`config.mk`:
```
export PLATFORM = sky130hd
export DESIGN_NAME = sync_uart_param
export DESIGN_NICKNAME = d
export VERILOG_FILES = /design/src/rtl/uart_pkg.sv /design/src/rtl/uart_bit_timer.sv /design/src/rtl/sync_uart_param.sv
export SDC_FILE = /design/constraint.sdc
export NUM_CORES = 1
export LEC_CHECK = 0
export CAP_MARGIN = 20
export CORE_AREA = 8 8 131 133
export CTS_CLUSTER_DIAMETER = 40
export DETAILED_ROUTE_END_ITERATION = 7
export DIE_AREA = 0 0 139 141
export PLACE_DENSITY = 0.67
export REMOVE_ABC_BUFFERS = 1
export SKIP_LAST_GASP = 1
export SYNTH_ARGS = -nofsm -noshare
export SYNTH_HDL_FRONTEND = slang
export SYNTH_HIERARCHICAL = 1
export SYNTH_SLANG_ARGS = --single-unit
```
`constraint.sdc`:
```
create_clock -name clk -period 3.4 [get_ports clk]
set_input_delay 0.68 -clock clk [delete_from_list [all_inputs] [get_ports clk]]
set_output_delay 0.68 -clock clk [all_outputs]
set_load 0.02 [all_outputs]
```
`src/rtl/uart_pkg.sv`:
```
// Shared types and constants for the parametrised UART (RX/TX FSM states, parity modes, divisor helpers).
package uart_pkg;

    localparam int DIV_W        = 16;
    localparam int MIN_DIV_DFLT = 3;

    typedef enum logic [1:0] {
        PAR_NONE,
        PAR_EVEN,
        PAR_ODD
    } parity_e;

    typedef enum logic [2:0] {
        RX_IDLE,
        RX_START,
        RX_DATA,
        RX_PARITY,
        RX_STOP
    } rx_state_e;

    typedef enum logic [2:0] {
        TX_IDLE,
        TX_START,
        TX_DATA,
        TX_PARITY,
        TX_STOP1,
        TX_STOP2
    } tx_state_e;

    // Mode 2'b11 is reserved and behaves as no parity.
    function automatic parity_e decode_parity(input logic [1:0] mode);
        case (mode)
            2'b01:   return PAR_EVEN;
            2'b10:   return PAR_ODD;
            default: return PAR_NONE;
        endcase
    endfunction

    function automatic logic [DIV_W-1:0] clamp_div(input logic [DIV_W-1:0] d,
                                                   input logic [DIV_W-1:0] lo);
        return (d < lo) ? lo : d;
    endfunction

endpackage

```
`src/rtl/uart_bit_timer.sv`:
```
// Down-counting bit timer: expires at zero and reloads to div, so each bit lasts div+1 clocks.
module uart_bit_timer
    import uart_pkg::*;
(
    input  logic             clk,
    input  logic             rst_n,
    input  logic             load_i,
    input  logic [DIV_W-1:0] load_val_i,
    input  logic [DIV_W-1:0] div_i,
    output logic             expire_o,
    output logic             half_o
);

    logic [DIV_W-1:0] cnt_q, cnt_d;

    always_comb begin
        expire_o = (cnt_q == '0);
        half_o   = (cnt_q <= (div_i >> 1));
        if (load_i) begin
            cnt_d = load_val_i;
        end else if (expire_o) begin
            cnt_d = div_i;
        end else begin
            cnt_d = cnt_q - DIV_W'(1);
        end
    end

    always_ff @(posedge clk or negedge rst_n) begin
        if (!rst_n) begin
            cnt_q <= '0;
        end else begin
            cnt_q <= cnt_d;
        end
    end

endmodule

```
`src/rtl/sync_uart_param.sv`:
```
// Parametrised full-duplex UART: runtime divisor, 5-9 data bits, parity, 1/2 stop bits, TX holding register.
// Optional SYNC_UART_TX_ALIGN_EN re-aligns the TX bit timer to the RX start edge.
module sync_uart_param
    import uart_pkg::*;
#(
    parameter int unsigned DATA_BITS   = 8,
    parameter int unsigned DEFAULT_DIV = 433,
    parameter int unsigned MIN_DIV     = MIN_DIV_DFLT
) (
    input  logic                 clk,
    input  logic                 rst_n,
    input  logic [15:0]          baud_div,
    input  logic [1:0]           parity_mode,
    input  logic                 stop2,
    input  logic                 rxd,
    output logic [DATA_BITS-1:0] rx_data,
    output logic                 rx_valid,
    input  logic                 rx_ready,
    output logic                 rx_parity_err,
    output logic                 rx_frame_err,
    output logic                 rx_overrun,
    input  logic [DATA_BITS-1:0] tx_data,
    input  logic                 tx_valid,
    output logic                 tx_ready,
    output logic                 txd,
    output logic                 tx_busy
);

    localparam logic [DIV_W-1:0] MIN_DIV_L  = DIV_W'(MIN_DIV);
    localparam logic [DIV_W-1:0] DEF_DIV_L  = DIV_W'(DEFAULT_DIV);
    localparam logic [3:0]       LAST_BIT   = 4'(DATA_BITS - 1);

    // ---------------- RX ----------------
    logic                 rx_s1_q, rx_s2_q, rx_s3_q;
    rx_state_e            rx_state_q;
    logic [DIV_W-1:0]     rx_div_q;
    parity_e              rx_par_q;
    logic [3:0]           rx_cnt_q;
    logic [DATA_BITS-1:0] rx_shift_q;
    logic                 rx_pbit_q;
    logic [DATA_BITS-1:0] rx_data_q;
    logic                 rx_valid_q, rx_perr_q, rx_ferr_q, rx_ovr_q;

    logic [DIV_W-1:0] rx_div_new;
    logic             rx_edge, rx_expire, rx_tick, rx_deliver;
    logic             rx_perr_now, rx_ferr_now, rx_half_unused;

    assign rx_div_new  = clamp_div(baud_div, MIN_DIV_L);
    assign rx_edge     = rx_s3_q & ~rx_s2_q & (rx_state_q == RX_IDLE);
    assign rx_tick     = rx_expire & (rx_state_q != RX_IDLE);
    assign rx_deliver  = rx_tick & (rx_state_q == RX_STOP);
    assign rx_perr_now = (rx_par_q != PAR_NONE) & (^rx_shift_q ^ rx_pbit_q ^ (rx_par_q == PAR_ODD));
    assign rx_ferr_now = ~rx_s2_q;

    uart_bit_timer u_rx_timer (
        .clk        (clk),
        .rst_n      (rst_n),
        .load_i     (rx_edge),
        .load_val_i (rx_div_new >> 1),
        .div_i      (rx_div_q),
        .expire_o   (rx_expire),
        .half_o     (rx_half_unused)
    );

    always_ff @(posedge clk or negedge rst_n) begin
        if (!rst_n) begin
            rx_s1_q    <= 1'b1;
            rx_s2_q    <= 1'b1;
            rx_s3_q    <= 1'b1;
            rx_state_q <= RX_IDLE;
            rx_div_q   <= DEF_DIV_L;
            rx_par_q   <= PAR_NONE;
            rx_cnt_q   <= '0;
            rx_shift_q <= '0;
            rx_pbit_q  <= 1'b0;
        end else begin
            rx_s1_q <= rxd;
            rx_s2_q <= rx_s1_q;
            rx_s3_q <= rx_s2_q;
            case (rx_state_q)
                RX_IDLE: if (rx_edge) begin
                    rx_div_q   <= rx_div_new;
                    rx_par_q   <= decode_parity(parity_mode);
                    rx_state_q <= RX_START;
                end
                RX_START: if (rx_tick) begin
                    rx_cnt_q   <= '0;
                    rx_state_q <= rx_s2_q ? RX_IDLE : RX_DATA;
                end
                RX_DATA: if (rx_tick) begin
                    rx_shift_q <= {rx_s2_q, rx_shift_q[DATA_BITS-1:1]};
                    if (rx_cnt_q == LAST_BIT) begin
                        rx_state_q <= (rx_par_q != PAR_NONE) ? RX_PARITY : RX_STOP;
                    end else begin
                        rx_cnt_q <= rx_cnt_q + 4'd1;
                    end
                end
                RX_PARITY: if (rx_tick) begin
                    rx_pbit_q  <= rx_s2_q;
                    rx_state_q <= RX_STOP;
                end
                RX_STOP: if (rx_tick) rx_state_q <= RX_IDLE;
                default: rx_state_q <= RX_IDLE;
            endcase
        end
    end

    // A word arriving while the previous one is unconsumed is dropped and flagged.
    always_ff @(posedge clk or negedge rst_n) begin
        if (!rst_n) begin
            rx_data_q  <= '0;
            rx_valid_q <= 1'b0;
            rx_perr_q  <= 1'b0;
            rx_ferr_q  <= 1'b0;
            rx_ovr_q   <= 1'b0;
        end else begin
            if (rx_deliver && (!rx_valid_q || rx_ready)) begin
                rx_data_q  <= rx_shift_q;
                rx_perr_q  <= rx_perr_now;
                rx_ferr_q  <= rx_ferr_now;
                rx_valid_q <= 1'b1;
            end else if (rx_valid_q && rx_ready) begin
                rx_valid_q <= 1'b0;
            end
            if (rx_deliver && rx_valid_q && !rx_ready) begin
                rx_ovr_q <= 1'b1;
            end else if (rx_valid_q && rx_ready) begin
                rx_ovr_q <= 1'b0;
            end
        end
    end

    assign rx_data       = rx_data_q;
    assign rx_valid      = rx_valid_q;
    assign rx_parity_err = rx_perr_q;
    assign rx_frame_err  = rx_ferr_q;
    assign rx_overrun    = rx_ovr_q;

    // ---------------- TX ----------------
    tx_state_e            tx_state_q;
    logic [DATA_BITS-1:0] tx_hold_q, tx_shift_q;
    logic                 tx_full_q;
    logic [DIV_W-1:0]     tx_div_q;
    logic                 tx_stop2_q, tx_par_en_q, tx_pbit_q, txd_q;
    logic [3:0]           tx_cnt_q;

    logic [DIV_W-1:0] tx_div_new, tx_load_val;
    parity_e          tx_par_new;
    logic             tx_expire, tx_half, tx_tick, tx_last_stop, tx_launch, tx_align, tx_load;

    assign tx_div_new   = clamp_div(baud_div, MIN_DIV_L);
    assign tx_par_new   = decode_parity(parity_mode);
    assign tx_last_stop = ((tx_state_q == TX_STOP1) && !tx_stop2_q) || (tx_state_q == TX_STOP2);

`ifdef SYNC_UART_TX_ALIGN_EN
    // Reload to div-3 absorbs the synchroniser/edge-detect latency so TX bit edges track RX.
    assign tx_align    = rx_edge & ((tx_state_q == TX_IDLE) | (tx_last_stop & tx_half));
    assign tx_tick     = tx_expire & (tx_state_q != TX_IDLE) & ~tx_align;
    assign tx_launch   = tx_full_q & ((tx_state_q == TX_IDLE) | (tx_tick & tx_last_stop) | tx_align);
    assign tx_load     = tx_launch | tx_align;
    assign tx_load_val = tx_align
                       ? (((tx_launch || tx_state_q == TX_IDLE) ? tx_div_new : tx_div_q) - DIV_W'(3))
                       : tx_div_new;
`else
    logic tx_half_unused;
    assign tx_half_unused = tx_half;
    assign tx_align    = 1'b0;
    assign tx_tick     = tx_expire & (tx_state_q != TX_IDLE);
    assign tx_launch   = tx_full_q & ((tx_state_q == TX_IDLE) | (tx_tick & tx_last_stop));
    assign tx_load     = tx_launch;
    assign tx_load_val = tx_div_new;
`endif

    uart_bit_timer u_tx_timer (
        .clk        (clk),
        .rst_n      (rst_n),
        .load_i     (tx_load),
        .load_val_i (tx_load_val),
        .div_i      (tx_div_q),
        .expire_o   (tx_expire),
        .half_o     (tx_half)
    );

    always_ff @(posedge clk or negedge rst_n) begin
        if (!rst_n) begin
            tx_state_q  <= TX_IDLE;
            tx_hold_q   <= '0;
            tx_full_q   <= 1'b0;
            tx_shift_q  <= '0;
            tx_div_q    <= DEF_DIV_L;
            tx_stop2_q  <= 1'b0;
            tx_par_en_q <= 1'b0;
            tx_pbit_q   <= 1'b0;
            tx_cnt_q    <= '0;
            txd_q       <= 1'b1;
        end else begin
            if (tx_valid && !tx_full_q) begin
                tx_hold_q <= tx_data;
                tx_full_q <= 1'b1;
            end
            if (tx_launch) begin
                tx_full_q   <= 1'b0;
                tx_shift_q  <= tx_hold_q;
                tx_div_q    <= tx_div_new;
                tx_stop2_q  <= stop2;
                tx_par_en_q <= (tx_par_new != PAR_NONE);
                tx_pbit_q   <= ^tx_hold_q ^ (tx_par_new == PAR_ODD);
                tx_state_q  <= TX_START;
                txd_q       <= 1'b0;
            end else if (tx_tick) begin
                case (tx_state_q)
                    TX_START: begin
                        txd_q      <= tx_shift_q[0];
                        tx_shift_q <= tx_shift_q >> 1;
                        tx_cnt_q   <= '0;
                        tx_state_q <= TX_DATA;
                    end
                    TX_DATA: begin
                        if (tx_cnt_q == LAST_BIT) begin
                            txd_q      <= tx_par_en_q ? tx_pbit_q : 1'b1;
                            tx_state_q <= tx_par_en_q ? TX_PARITY : TX_STOP1;
                        end else begin
                            txd_q      <= tx_shift_q[0];
                            tx_shift_q <= tx_shift_q >> 1;
                            tx_cnt_q   <= tx_cnt_q + 4'd1;
                        end
                    end
                    TX_PARITY: begin
                        txd_q      <= 1'b1;
                        tx_state_q <= TX_STOP1;
                    end
                    TX_STOP1: tx_state_q <= tx_stop2_q ? TX_STOP2 : TX_IDLE;
                    TX_STOP2: tx_state_q <= TX_IDLE;
                    default:  tx_state_q <= TX_IDLE;
                endcase
            end
        end
    end

    assign txd      = txd_q;
    assign tx_ready = ~tx_full_q;
    assign tx_busy  = (tx_state_q != TX_IDLE) | tx_full_q;

endmodule

```
==> reports/qor.yml <==
critPathTopFamily: "buffers and inverters"
clk_path_buf_depth: 2
hold_viol_final: 0
crit_chain: "inv_1 > ha_1 > nor4b_1 > nand4b_1 > inv_1 > a21bo_2 > nand2_4 > inv_2 > inv_1 > o21ai_0 > a31oi_1 > a21o_1"
finalCritPeriodShare: 0.916
syn-cell-area_um2: 6710
postCtsSetupRepairBufs: 0
antenna_left: 0
viasPerCell: 5.54
cts_tree: "built"
irDropWorstVdd_mv: 0.447
drt_first_pass_iters: 4
leakagePower_nw: 3.41
setup_viol: 0
rows: 45
clkTransAtPathRegs_ns: 0.05
slew-limit-headroom: 0.421
fin_tns_setup_ns: 0
place.gp.congestion: 0.817
postSynthCellCount: 618
hp-class: "primary input to async pin"
slowest_delay_ns: 0.47
drc: 0
antenna_cells: 0
grt_first_pass_wirelength_um: 24400
htreeDepth: 4
crit_path_frequent_cell: "inv_1"
cts_buffers: 17
vias: 4705
cts_hold_buf: 0
clkLatencyLatePin_ns: 0.42
cp.buffers_inverters: 4
area_growth_pct: 17.9
grt_pass1_vias: 4772
critical_path.max_fanout: 32
maxSlewViolCount: 0
ioPinCount: 47
grt_max_degree: 65
port_buffers: 46
rsz0062_at_grt: "false"
start_util: 0.448
synth.avg_cell_area_um2: 10.8
die_area_um2: 19600
whs_ns: 0.345
critPathArrivalTime_ns: 3.42
end_kind: "register"
drt_first_iter_violations: 441
yosysWarnings: 6
path_class: "register to register"
crit_path_start_kind: "register"
hpwl_um: 9840
drv_cap: 0
ctsResizeCount: 0
wirelength_um: 14400
worst_slew_pin_slew_ns: 0.860
critPathSlowestCell: "inv_2"
grtUsageTotal: 0.152
dieHeight_um: 141
die_w_um: 139
timing.final.crit_period_ns: 3.12
required_ns: 3.70
cts_sinks: 125
outcome: "completed"
clock_skew_ns: 0.00647
wire_per_inst_um: 17.0
pwr_density_cell_nw_per_um2: 812
fmax_mhz: 321
cts_root_buf: "clkbuf_16"
grt_antenna_before_repair: 0
final_nets: 688
coreArea_um2: 15000
grt-ovfl-total: 0
drive_above_1_share: 0.209
## cells in the final DEF, fill, tap and decap left out, types with 5 or more instances in the layout
master,n
xnor2_1,27
nor4_1,6
nand3_1,16
o21ai_0,43
a21oi_1,20
xor2_1,5
mux2_2,48
mux2_4,18
a31oi_1,11
nand2b_1,13
clkbuf_16,17
nand2_1,42
inv_1,20
or3_1,6
nor2b_1,7
nor3_1,8
o21ai_1,13
a211oi_1,8
mux2i_1,18
bufinv_16,5
dfrtp_1,111
ha_1,8
dfstp_2,14
o31ai_1,7
nor2_1,35
nand4_1,12
clkdlybuf4s50_1,45
## path summary, 6_finish.rpt
kind                                startpoint                    to  slack [ns]  cells past startpoint
setup / recovery           u_tx_timer/cnt_q[0]  u_tx_timer/cnt_q[13]        0.28                     12
hold / removal                           rst_n          tx_div_q[11]        0.34                      1
setup reg to reg           u_tx_timer/cnt_q[0]  u_tx_timer/cnt_q[13]        0.28                     12
hold reg to reg                        rx_s1_q               rx_s2_q        0.36                      0
max in group asynchronous                rst_n               rx_s1_q        2.17                      2
min in group clk                       rx_s1_q               rx_s2_q        0.36                      0
## flip-flops by register name (all words and copies together) (netlist names), 2 cells and up
register / count
rx_data: 8
rx_par_q: 2
rx_state_q: 3
rx_cnt_q: 4
tx_cnt_q: 4
tx_state_q: 3
u_tx_timer/cnt_q: 16
rx_shift_q: 8
u_rx_timer/cnt_q: 16
tx_div_q: 16
tx_shift_q: 8
rx_div_q: 16
tx_hold_q: 8
## stage by stage
| step | power, mW | std cells | setup slack [ns] | util | instance area (um^2) |
|---|---|---|---|---|---|
| final | 6.42 | 849 | 0.285 | 0.528 | 7900 |
| after global routing | 6.78 | 849 | 0.0136 | 0.528 | 7900 |
| after CTS | 6.45 | 849 | 0.331 | 0.528 | 7900 |
| after detailed placement | 4.39 | 817 | 0.358 | 0.483 | 7240 |
| after global placement | 4.31 | 817 | 0.469 | 0.483 | 7240 |
| after floorplan | 3.86 | 580 | 0.0585 | - | 6510 |
## report_power, final
part	internal [mW]	switching, mW
Combinational	0.987	0.973
Sequential	1.98	0.451
Clock	1.34	0.685
## area by class of cell
| type | count | area (um^2) |
|---|---|---|
| fillers | 1278 | 7070 |
| repair buffers | 49 | 493 |
| clock buffers | 19 | 453 |
| inverters | 22 | 82.6 |
| clock inverters | 13 | 211 |
| multi-input cells | 433 | 3280 |
| well taps | 188 | 235 |
| flip-flops and latches | 125 | 3150 |
## metal layers
metal | vias to the layer above | GRT usage | share of wire
met1 | 2367 | 0.189 | 0.45
met5 | - | 0 | 0
met2 | 60 | 0.251 | 0.51
met3 | 18 | 0.0348 | 0.025
met4 | 0 | 0.0653 | 0.017
li1 | 2260 | - | -
Note: power is estimated with default switching activity, not from simulation.
